## config.mk

```make
export PLATFORM = sky130hd
export DESIGN_NAME = reg_share_arbiter
export DESIGN_NICKNAME = d
export VERILOG_FILES = /design/src/rtl/reg_share_arbiter_pkg.sv /design/src/rtl/reg_share_arbiter_rr_pick.sv /design/src/rtl/reg_share_arbiter.sv
export SDC_FILE = /design/constraint.sdc
export NUM_CORES = 1
export LEC_CHECK = 0
export CAP_MARGIN = 5
export CORE_AREA = 2 2 53 55
export CTS_BUF_LIST = sky130_fd_sc_hd__clkbuf_8 sky130_fd_sc_hd__clkbuf_16
export DETAILED_ROUTE_END_ITERATION = 10
export DIE_AREA = 0 0 55 57
export PLACE_DENSITY = 0.8
export SLEW_MARGIN = 20
export SYNTH_ARGS = -nofsm -noshare
export SYNTH_HDL_FRONTEND = slang
export SYNTH_SLANG_ARGS = --single-unit
```

## constraint.sdc

```tcl
create_clock -name clk -period 3.5 [get_ports clk]
set_input_delay 0.525 -clock clk [delete_from_list [all_inputs] [get_ports clk]]
set_output_delay 0.525 -clock clk [all_outputs]
set_load 0.01 [all_outputs]
```

## src/rtl/reg_share_arbiter_pkg.sv

```systemverilog
// reg_share_pkg: shared types and helpers for the register-sharing arbiter
package reg_share_pkg;
   typedef enum logic {IDLE, LOCKED} state_t;
   localparam int NREQ_DEF = 4;
   function automatic int unsigned idx_w(input int unsigned n);
      return (n > 1) ? $clog2(n) : 1;
   endfunction
   localparam int OWNER_W_DEF = idx_w(NREQ_DEF);
   function automatic logic [31:0] onehot(input int unsigned idx);
      return 32'd1 << idx;
   endfunction
endpackage

```

## src/rtl/reg_share_arbiter_rr_pick.sv

```systemverilog
// rr_pick: combinational round-robin search starting just after ptr
module rr_pick #(
   parameter int NREQ = 4,
   parameter int IW = 2
) (
   input  logic [NREQ-1:0] req,
   input  logic [IW-1:0]   ptr,
   output logic [IW-1:0]   win,
   output logic            any
);
   logic [IW-1:0] i;
   // Walk from the farthest candidate down so the nearest one after ptr wins.
   always_comb begin
      win = '0;
      any = 1'b0;
      i = '0;
      for (int k = NREQ; k >= 1; k--) begin
         i = IW'((int'(ptr) + k) % NREQ);
         if (req[i]) begin
            win = i;
            any = 1'b1;
         end
      end
   end
endmodule

```

## src/rtl/reg_share_arbiter.sv

```systemverilog
// reg_share_arbiter: round-robin write arbiter for one shared register
// with bounded owner lock bursts.
module reg_share_arbiter import reg_share_pkg::*; #(
   parameter int WIDTH = 4,
   parameter int NREQ = 4,
   parameter int LOCK_MAX = 8
) (
   input  logic                        clk,
   input  logic                        rst_n,
   input  logic [NREQ-1:0]             req,
   input  logic [NREQ-1:0]             lock,
   input  logic [NREQ-1:0][WIDTH-1:0]  wdata,
   output logic [NREQ-1:0]             gnt,
   output logic [WIDTH-1:0]            q,
   output logic                        q_valid,
   output logic [idx_w(NREQ)-1:0]      owner,
   output logic                        locked,
   output logic                        lock_timeout
);
   localparam int OW = idx_w(NREQ);
   localparam int CW = $clog2(LOCK_MAX + 1);
   state_t state, state_nx;
   logic [OW-1:0] ptr, win, wsel;
   logic [CW-1:0] cnt, cnt_nx;
   logic any, wr, timeout_nx;
   rr_pick #(.NREQ(NREQ), .IW(OW)) u_pick (
      .req(req),
      .ptr(ptr),
      .win(win),
      .any(any)
   );
   // While locked only the owner may write; exit on lock drop or counter limit.
   always_comb begin
      state_nx = state;
      cnt_nx = cnt;
      wsel = win;
      wr = 1'b0;
      timeout_nx = 1'b0;
      if (state == IDLE) begin
         wr = any;
         if (any && lock[win]) begin
            state_nx = LOCKED;
            cnt_nx = CW'(1);
         end
      end else begin
         wsel = owner;
         wr = req[owner];
         cnt_nx = cnt + CW'(1);
         if (!lock[owner] || cnt == CW'(LOCK_MAX)) begin
            state_nx = IDLE;
            cnt_nx = '0;
            timeout_nx = lock[owner];
         end
      end
   end
   always_ff @(posedge clk or negedge rst_n) begin
      if (!rst_n) begin
         state <= IDLE;
         ptr <= OW'(NREQ - 1);
         cnt <= '0;
         q <= '0;
         q_valid <= 1'b0;
         gnt <= '0;
         owner <= '0;
         lock_timeout <= 1'b0;
      end else begin
         state <= state_nx;
         cnt <= cnt_nx;
         lock_timeout <= timeout_nx;
         gnt <= wr ? NREQ'(onehot(int'(wsel))) : '0;
         if (wr) begin
            q <= wdata[wsel];
            owner <= wsel;
            ptr <= wsel;
            q_valid <= 1'b1;
         end
      end
   end
   assign locked = (state == LOCKED);
endmodule

```

# Yosys cells after proc, flatten, opt, wreduce, memory -nomap -nowiden
# Index checks and enable logic that the tools add are counted.
dict set report op_classes {
  add_sub_neg 5
  magnitude_cmp 7
  n_eq_ne 1
  n_shift 1
  muxes 35
  n_reduce_logical 4
}
# op count
set op_table {}
lappend op_table {{$lt 2x3->1 const B} 7}
lappend op_table {{$mux 4} 5}
lappend op_table {{$mux 1} 17}
lappend op_table {{$bmux 1 s2} 7}
lappend op_table {{$mux 2} 5}
lappend op_table {{$bmux 4 s2} 1}
lappend op_table {{$add 2x1->2 const B} 2}
lappend op_table {{$add 2x2->2 const B} 2}
lappend op_table {{$add 4x1->4 const B} 1}
lappend op_table {{$eq 4x4->1 const B} 1}
lappend op_table {{$shl 1x2->4 const A} 1}
lappend op_table {{$reduce_bool 2->1} 1}
lappend op_table {{$logic_and 1x1->1} 1}
lappend op_table {{$logic_not 1->1} 1}
lappend op_table {{$logic_or 1x1->1} 1}
dict set report word_totals {
  reg_bits 19
}

# Longest topological paths before layout
# Gate-level depths: netlist (run 1).
dict set report logic_depth {
  word_depth 12
  mapped_depth 7
  ltp_nobuf 6
}

# By module
# From an unflattened synthesis (run 1), not the netlist that was laid out.
dict set report hier_totals {
  cells_unflattened 93
  area_unflattened_um2 1089.8
}
# module n_inst cells_each area_each_um2 seq_area_each_um2
set modules_own_cells {}
lappend modules_own_cells {reg_share_arbiter 1 79 998.5 478.0}
lappend modules_own_cells {rr_pick 1 14 91.3 0.0}

# Worst setup path before layout (run 1)
# No wires, ideal clock.
dict set report synth_path {
  path_kind {reg2reg}
  start {register ptr[1]}
  end {register q[0]}
  setup_ns 0.120
  t_arrival_ns 1.868
  required_ns 3.380
  setup_slack_ns 1.512
  stages_incl_launch_ff 8
  path_cell_list {dfstp_2 -> buf_6 -> mux2_4 -> a22oi_4 -> o211ai_2 -> nand2_4 -> mux2_1 -> o211a_1}
}
dict set report synth_between {
  elab_chain_cells 10
  elab_cells_between_ends 24
  classes_between {add/sub: 4; mux: 20}
}
# element line_no
set synth_lines {}
lappend synth_lines {{start, declared} reg_share_arbiter.sv:23} ;# logic [OW-1:0] ptr, win, wsel;
lappend synth_lines {{start signal, assigned} reg_share_arbiter.sv:59} ;# ptr <= OW'(NREQ - 1);
lappend synth_lines {{start signal, assigned} reg_share_arbiter.sv:74} ;# ptr <= wsel;
lappend synth_lines {{$add 2x1->2} reg_share_arbiter_rr_pick.sv:18} ;# i = IW'((int'(ptr) + k) % NREQ);
lappend synth_lines {{$bmux 1 s2} reg_share_arbiter_rr_pick.sv:19} ;# if (req[i]) begin
lappend synth_lines {{$mux 1 (implied by the code)} reg_share_arbiter_rr_pick.sv:19}
lappend synth_lines {{$mux 2 (4 in series)} reg_share_arbiter_rr_pick.sv:19}
lappend synth_lines {{$mux 2} reg_share_arbiter.sv:39} ;# if (state == IDLE) begin
lappend synth_lines {{$bmux 4 s2} reg_share_arbiter.sv:72} ;# q <= wdata[wsel];
lappend synth_lines {{$mux 4 (implied by the code)} reg_share_arbiter.sv:72}
lappend synth_lines {{end signal, assigned} reg_share_arbiter.sv:72}
lappend synth_lines {{end, declared} reg_share_arbiter.sv:14} ;# output logic [WIDTH-1:0] q,
# Several ways; a longest one is shown, not always the timed one. The select of a mux whose other input is x is not followed.
# A chain may end at the register's enable or synchronous reset.

# Worst setup path in the final report (run 1)
dict set report layout_path {
  start {input port req[1]}
  end {register q[1]}
}
dict set report layout_between {
  elab_chain_cells 9
  elab_cells_between_ends 22
  classes_between {mux: 22}
}
# element line_no
set layout_lines {}
lappend layout_lines {{start, declared} reg_share_arbiter.sv:10} ;# input logic [NREQ-1:0] req,
lappend layout_lines {{$bmux 1 s2} reg_share_arbiter_rr_pick.sv:19}
lappend layout_lines {{$mux 1 (implied by the code)} reg_share_arbiter_rr_pick.sv:19}
lappend layout_lines {{$mux 2 (4 in series)} reg_share_arbiter_rr_pick.sv:19}
lappend layout_lines {{$mux 2} reg_share_arbiter.sv:39}
lappend layout_lines {{$bmux 4 s2} reg_share_arbiter.sv:72}
lappend layout_lines {{$mux 4 (implied by the code)} reg_share_arbiter.sv:72}
# Several ways; a longest one is shown, not always the timed one. The select of a mux whose other input is x is not followed.

==> results of run 1 <==
## kinds of logic (layout without fill, tap and decap cells)
| kind of cell | count (synthesis) | count (layout) | synth area share (%) |
|---|---|---|---|
| mux | 11 | 11 | 11.1 |
| flops | 19 | 19 | 39.5 |
| simple gates | 43 | 43 | 18.6 |
| xor+xnor | 1 | 1 | 0.723 |
| compound gates | 32 | 32 | 23.4 |
| buf+inv | 12 | 51 | 4.65 |
| fa+ha+maj | 2 | 2 | 2.07 |
## synth_stat cells (2+ instances only)
library cell and number:
a211o_1 4, a21o_1 2, a21oi_1 5, a22o_1 2, and3_1 5, dfrtp_1 17, dfstp_2 2, ha_1 2
inv_1 6, inv_2 3, mux2_1 4, mux2i_1 4, nand2_1 9, nand2b_1 2, nor2_1 12, nor2b_1 2
nor3_1 2, o211a_1 4, o21ai_0 4, or2_2 4, or3_1 2
## metrics by stage
step,hold slack (ns),setup WS (ns),cell area (sq um),power (uW),std cells
5_1_grt,0.494,1.11,1650,1390,190
3_5_place_dp,0.459,0.933,1610,1140,186
3_3_place_gp,0.448,1.00,1610,1110,186
2_1_floorplan,0.229,1.51,1210,900,120
6_report,0.473,1.19,1650,1280,190
4_1_cts,0.478,1.21,1650,1300,190
## cell type report
type	count	area share (%)
well taps	31	2.34
multi-input cells	89	40.9
repair buffers	38	23.0
flip-flops and latches	19	28.9
inverters	9	2.04
clock inverters	1	0.303
clock buffers	3	2.50
## power breakdown
| part | switching, uW | leakage [uW] | internal [uW] |
|---|---|---|---|
| clock | 72.3 | 0.0000255 | 78.9 |
| combinational | 353 | 0.000477 | 375 |
| sequential | 89.0 | 0.000231 | 316 |
| total | 515 | 0.000734 | 770 |
## sequential cells by signal (all words and copies together) (netlist names)
signal and flops:
locked 1, owner 2, ptr 2, q_valid 1, q 4, cnt 4, gnt 4, lock_timeout 1
## worst max path at each step
stage | endpoint | from
2_1_floorplan | q[0] | ptr[1]
3_3_place_gp | q[1] | req[1]
3_5_place_dp | q[1] | req[1]
4_1_cts | q[3] | req[1]
5_1_grt | q[1] | req[3]
6_report | q[1] | req[1]
## critical path, cell delays in order
cell and delay (ns):
clkdlybuf4s50_1 0.53, mux2_4 0.34, a22oi_4 0.15, o211ai_2 0.19
nand2_4 0.17, mux2_1 0.33, o211a_1 0.21
## routing by layer
metal | wire length (um) | share of wire, %
met5 | 0 | 0
met4 | 14 | 0.50
met3 | 167 | 6.0
met2 | 1350 | 49
met1 | 1250 | 45
## cell usage in the layout, fill, tap and decap left out, drive strengths merged, types with 5 or more instances in the layout
cell type / netlist / layout
inv: 9 / 9
nor2: 12 / 12
a21oi: 6 / 6
nand2: 10 / 10
clkdlybuf4s50: 0 / 38
mux2: 6 / 6
and3: 5 / 5
dfrtp: 17 / 17
o21ai: 6 / 6
or2: 5 / 5
==> results.toml, run 1 <==
[grt]
grt_max_degree = 20
grt_pass1_vias = 1046
grt_usage_pct = 19.7
met1_usage_pct = 25.9
grt_util_met3_pct = 3.66
grt_pass1_wl_um = 4600
antenna_found_initial = 0
grt-busiest-layer = "met2"
overflow = 0
met2_usage_pct = 33.2

[yosys]
synth-edff-count = 0
ys.flop_type = "dfrtp_1"
ys_seq_area_share_pct = 39.5
ys_async_sr_fraction_pct = 100
syn_inst = 120
synth.distinct_cells = 44
synthesis.nets = 148
ys_warn_count = 0
syn_avg_cell_area_sq_um = 10.1
synth_area_leaders = "dfrtp_1 35%, dfstp_2 4.3%, mux2_1 3.7%, nor2_1 3.7%, mux2i_1 3.3%"
yosysTopAreaCell = "dfrtp_1"
synth.top_cell.area_share_pct = 35.1
synth-seq-cells = 19
synthesis.area_sq_um = 1210

[routing]
routed_wl_um = 2780
via_count = 1045
first_pass_iters = 4
drc = 0
drt_iter0_markers = 16
ant_nets = 0
routedWlPerCell_um = 14.6
via_per_inst = 5.50

[placed_design]
gp_congestion = 0.857
io_buffers = 38
hpwl_um = 2180

[clocking]
post_cts.resized_instances = 0
clock-sinks = 19
clock_latency_ns = 0.25
cts_root_buf = "clkbuf_8"
cts_buffers = 3
h-tree-depth = 1
cts_tree = "yes"
cts_setup_buffers = 0
cts.path.max_buffers = 2
clkTransAtPathRegs_ns = 0.07
cts-hold-fix-buffers = 0

[final_layout]
finalNetCount = 188
finalCoreUtilization_pct = 63.3
drive_gt1_share_pct = 17.0
num-fill-cells = 230
multi_input_area_sq_um = 677
diodes = 0
register_area_sq_um = 478
syn_to_final_growth_pct = 36.6

[timing]
min_period_ns = 2.31
fin_worst_skew_ns = 0.00269
finalCritPeriodShare_pct = 65.9
slew_viol_final = 0
slew_headroom_pct = 41.8
hold_viol = 0
worstMarginPinSlew_ns = 0.870
setup_viol = 0
tns_ns = 0
fmax_mhz = 434
rsz0062_at_grt = "false"

[worst_setup_path]
path_class = "input port to flop"
startpoint_type = "input port"
reg2reg_depth = 6
required_ns = 3.64
rr_endpoint = "q[1]"
regToRegSetupSlack_ns = 1.38
rr_startpoint = "ptr[1]"
endpoint_kind = "flop"
crit_arrival_ns = 2.45
cp_max_fo = 10

[min_path]
hold_depth = 1
hold_start = "q_valid"
hp-class = "flop to flop"
hold-path-endpoint = "q_valid"

[floorplanning]
fp.dieW_um = 55
dieArea_sq_um = 3140
start_util_pct = 46.3
die_y_um = 57
rows = 19
ios = 39
core_sq_um = 2620

[pwr]
p_leak_uw = 0.000734
max-vdd-ir-drop_mv = 0.481
pwr_density_cell_nw_per_um2 = 777

[flow_run]
maxCapViolCount = 0

[outcome]
status = "completed"
(Power assumes the default switching activity.)
==> run 2, diff against run 1 <==
--- a/config.mk
+++ b/config.mk
@@ -6,11 +6,11 @@
 export NUM_CORES = 1
 export LEC_CHECK = 0
 export CAP_MARGIN = 5
-export CORE_AREA = 2 2 53 55
+export CORE_AREA = 2 2 58 60
 export CTS_BUF_LIST = sky130_fd_sc_hd__clkbuf_8 sky130_fd_sc_hd__clkbuf_16
 export DETAILED_ROUTE_END_ITERATION = 10
-export DIE_AREA = 0 0 55 57
-export PLACE_DENSITY = 0.8
+export DIE_AREA = 0 0 60 62
+export PLACE_DENSITY = 0.71
 export SLEW_MARGIN = 20
 export SYNTH_ARGS = -nofsm -noshare
 export SYNTH_HDL_FRONTEND = slang
==> constraint.sdc (replaced) <==
create_clock -name clk -period 1.9 [get_ports clk]
set_input_delay 0.285 -clock clk [delete_from_list [all_inputs] [get_ports clk]]
set_output_delay 0.285 -clock clk [all_outputs]
set_load 0.01 [all_outputs]
==> results.toml, run 2 (same netlist as run 1, synthesis figures left out) <==
[final_layout]
final_cell_mix = "37 x clkdlybuf4s50_1, 18 x buf_4, 17 x dfrtp_1, 12 x nor2_1, 9 x nand2_1"
reg.largest.list = "cnt (4), gnt (4), q (4)"
multi_input_area_sq_um = 758
finalCoreUtilization_pct = 60.6
num-fill-cells = 270
register_area_sq_um = 478
finalNetCount = 209
drive_gt1_share_pct = 30.6
final_common_cell = "clkdlybuf4s50_1"
syn_to_final_growth_pct = 59.0
diodes = 0

[worst_setup_path]
crit_chain = "mux2_4, a22oi_4, o211ai_4, nand2_4, mux2_1, o211a_1"
cp-startpoint = "ptr[1]"
rr_startpoint = "ptr[1]"
crit_buf_inv = 0
cpLargestDelayFamily = "multiplexers"
endpoint_kind = "flop"
path_class = "flop to flop"
critical-path-max-stage-delay_ns = 0.57
crit_slowest_cell = "dfstp_2"
startpoint_type = "flop"
rr_endpoint = "q[1]"
crit_arrival_ns = 2.12
reg2reg_depth = 6
required_ns = 2.05
regToRegSetupSlack_ns = -0.07
crit_end = "q[1]"
cp_max_fo = 7
crit_cells = 6

[timing]
slew_headroom_pct = 75.0
slew_viol_final = 0
finalCritPeriodShare_pct = 104
fin_worst_skew_ns = 0.00201
setup_viol = 7
hold_viol = 0
fmax_mhz = 507
worstMarginPinSlew_ns = 0.373
min_period_ns = 1.97
fin_worst_hold_slack_ns = 0.305
fin_ws_ns = -0.0709
rsz0062_at_grt = "true"

[routing]
via_per_inst = 5.06
drt_iter0_markers = 23
via_count = 1143
routed_wl_um = 3130
ant_nets = 0
drc = 0
first_pass_iters = 4
routedWlPerCell_um = 13.8

[clocking]
clock-sinks = 19
clock_latency_ns = 0.26
cts_tree = "yes"
cts_root_buf = "clkbuf_8"
h-tree-depth = 1
cts_buffers = 3
cts.path.max_buffers = 2
clkTransAtPathRegs_ns = 0.08
cts-hold-fix-buffers = 0

[pwr]
p_leak_uw = 0.000861
max-vdd-ir-drop_mv = 0.672
power_uw = 2810
pwr_density_cell_nw_per_um2 = 1460

[floorplanning]
die_y_um = 62
rows = 21
fp.dieW_um = 60
core_sq_um = 3180
ios = 39
start_util_pct = 38.1
dieArea_sq_um = 3720

[placed_design]
hpwl_um = 2410
io_buffers = 38
dp_slack_ns = -0.323
gp_congestion = 0.877

[outcome]
status = "complete, but fails checks"
violations = "setup timing"

[grt]
grt_pass1_wl_um = 5230
grt_max_degree = 13
antenna_found_initial = 0
grt_usage_pct = 18.3
grt_pass1_vias = 1225
overflow = 0

[min_path]
hp-class = "input port to async pin"

[flow_run]
maxCapViolCount = 0
## run 2: area by class of cell
class                   count  area share [%]
clock buffers               3            2.14
well taps                  46            2.99
inverters                   9            1.75
flip-flops and latches     19            24.8
repair buffers             59            28.7
multi-input cells          89            39.4
clock inverters             1           0.260
## run 2: timing repair
item | CTS | global route
gates resized for setup | 2 | 14
buffers inserted | 1 | 1
endpoints found under the setup margin | 8 | 11
pin swaps | 2 | 3
## run 2: routing by layer
| metal | share of wire [%] | vias to the layer above | GRT usage (%) |
|---|---|---|---|
| met1 | 43 | 556 | 21.5 |
| met5 | 0 | - | 0 |
| met4 | 0.45 | 0 | 4.13 |
| met2 | 53 | 36 | 34.5 |
| met3 | 4.4 | 2 | 3.73 |
| li1 | - | 549 | - |
## run 2: per-stage QoR
| stage | cell area, sq um | setup TNS, ns | cells |
|---|---|---|---|
| 2_1_floorplan | 1220 | -0.238 | 120 |
| 3_3_place_gp | 1780 | -2.82 | 220 |
| 3_5_place_dp | 1780 | -3.83 | 220 |
| 4_1_cts | 1840 | -0.206 | 225 |
| 5_1_grt | 1930 | -0.939 | 226 |
| 6_report | 1930 | -0.281 | 226 |
## run 2: worst min-delay path by stage
| stage | to | slack [ns] |
|---|---|---|
| final | cnt[0] | 0.31 |
| after detailed placement | q_valid | 0.46 |
| after floorplan | cnt[0] | -0.01 |
| after CTS | cnt[3] | 0.32 |
| after global placement | q_valid | 0.45 |
| after global routing | cnt[3] | 0.32 |
## run 2: worst register-to-register path, stage by stage, from the launching register on
cell      delay [ns]
dfstp_2         0.57
mux2_4          0.32
a22oi_4         0.17
o211ai_4        0.13
nand2_4         0.13
mux2_1          0.34
o211a_1         0.21
## run 2: where the power goes
group / switching, uW / internal (uW)
Clock: 144 / 146
Sequential: 130 / 582
Combinational: 796 / 1010
Total: 1070 / 1740
==> run 3, diff against run 2 <==
--- a/config.mk
+++ b/config.mk
@@ -8,6 +8,7 @@
 export CAP_MARGIN = 5
 export CORE_AREA = 2 2 58 60
 export CTS_BUF_LIST = sky130_fd_sc_hd__clkbuf_8 sky130_fd_sc_hd__clkbuf_16
+export CTS_CLUSTER_DIAMETER = 200
 export DETAILED_ROUTE_END_ITERATION = 10
 export DIE_AREA = 0 0 60 62
 export PLACE_DENSITY = 0.71
==> results of run 3 <==
Same layout as run 2: the final DEF is identical, and so are final timing and power.
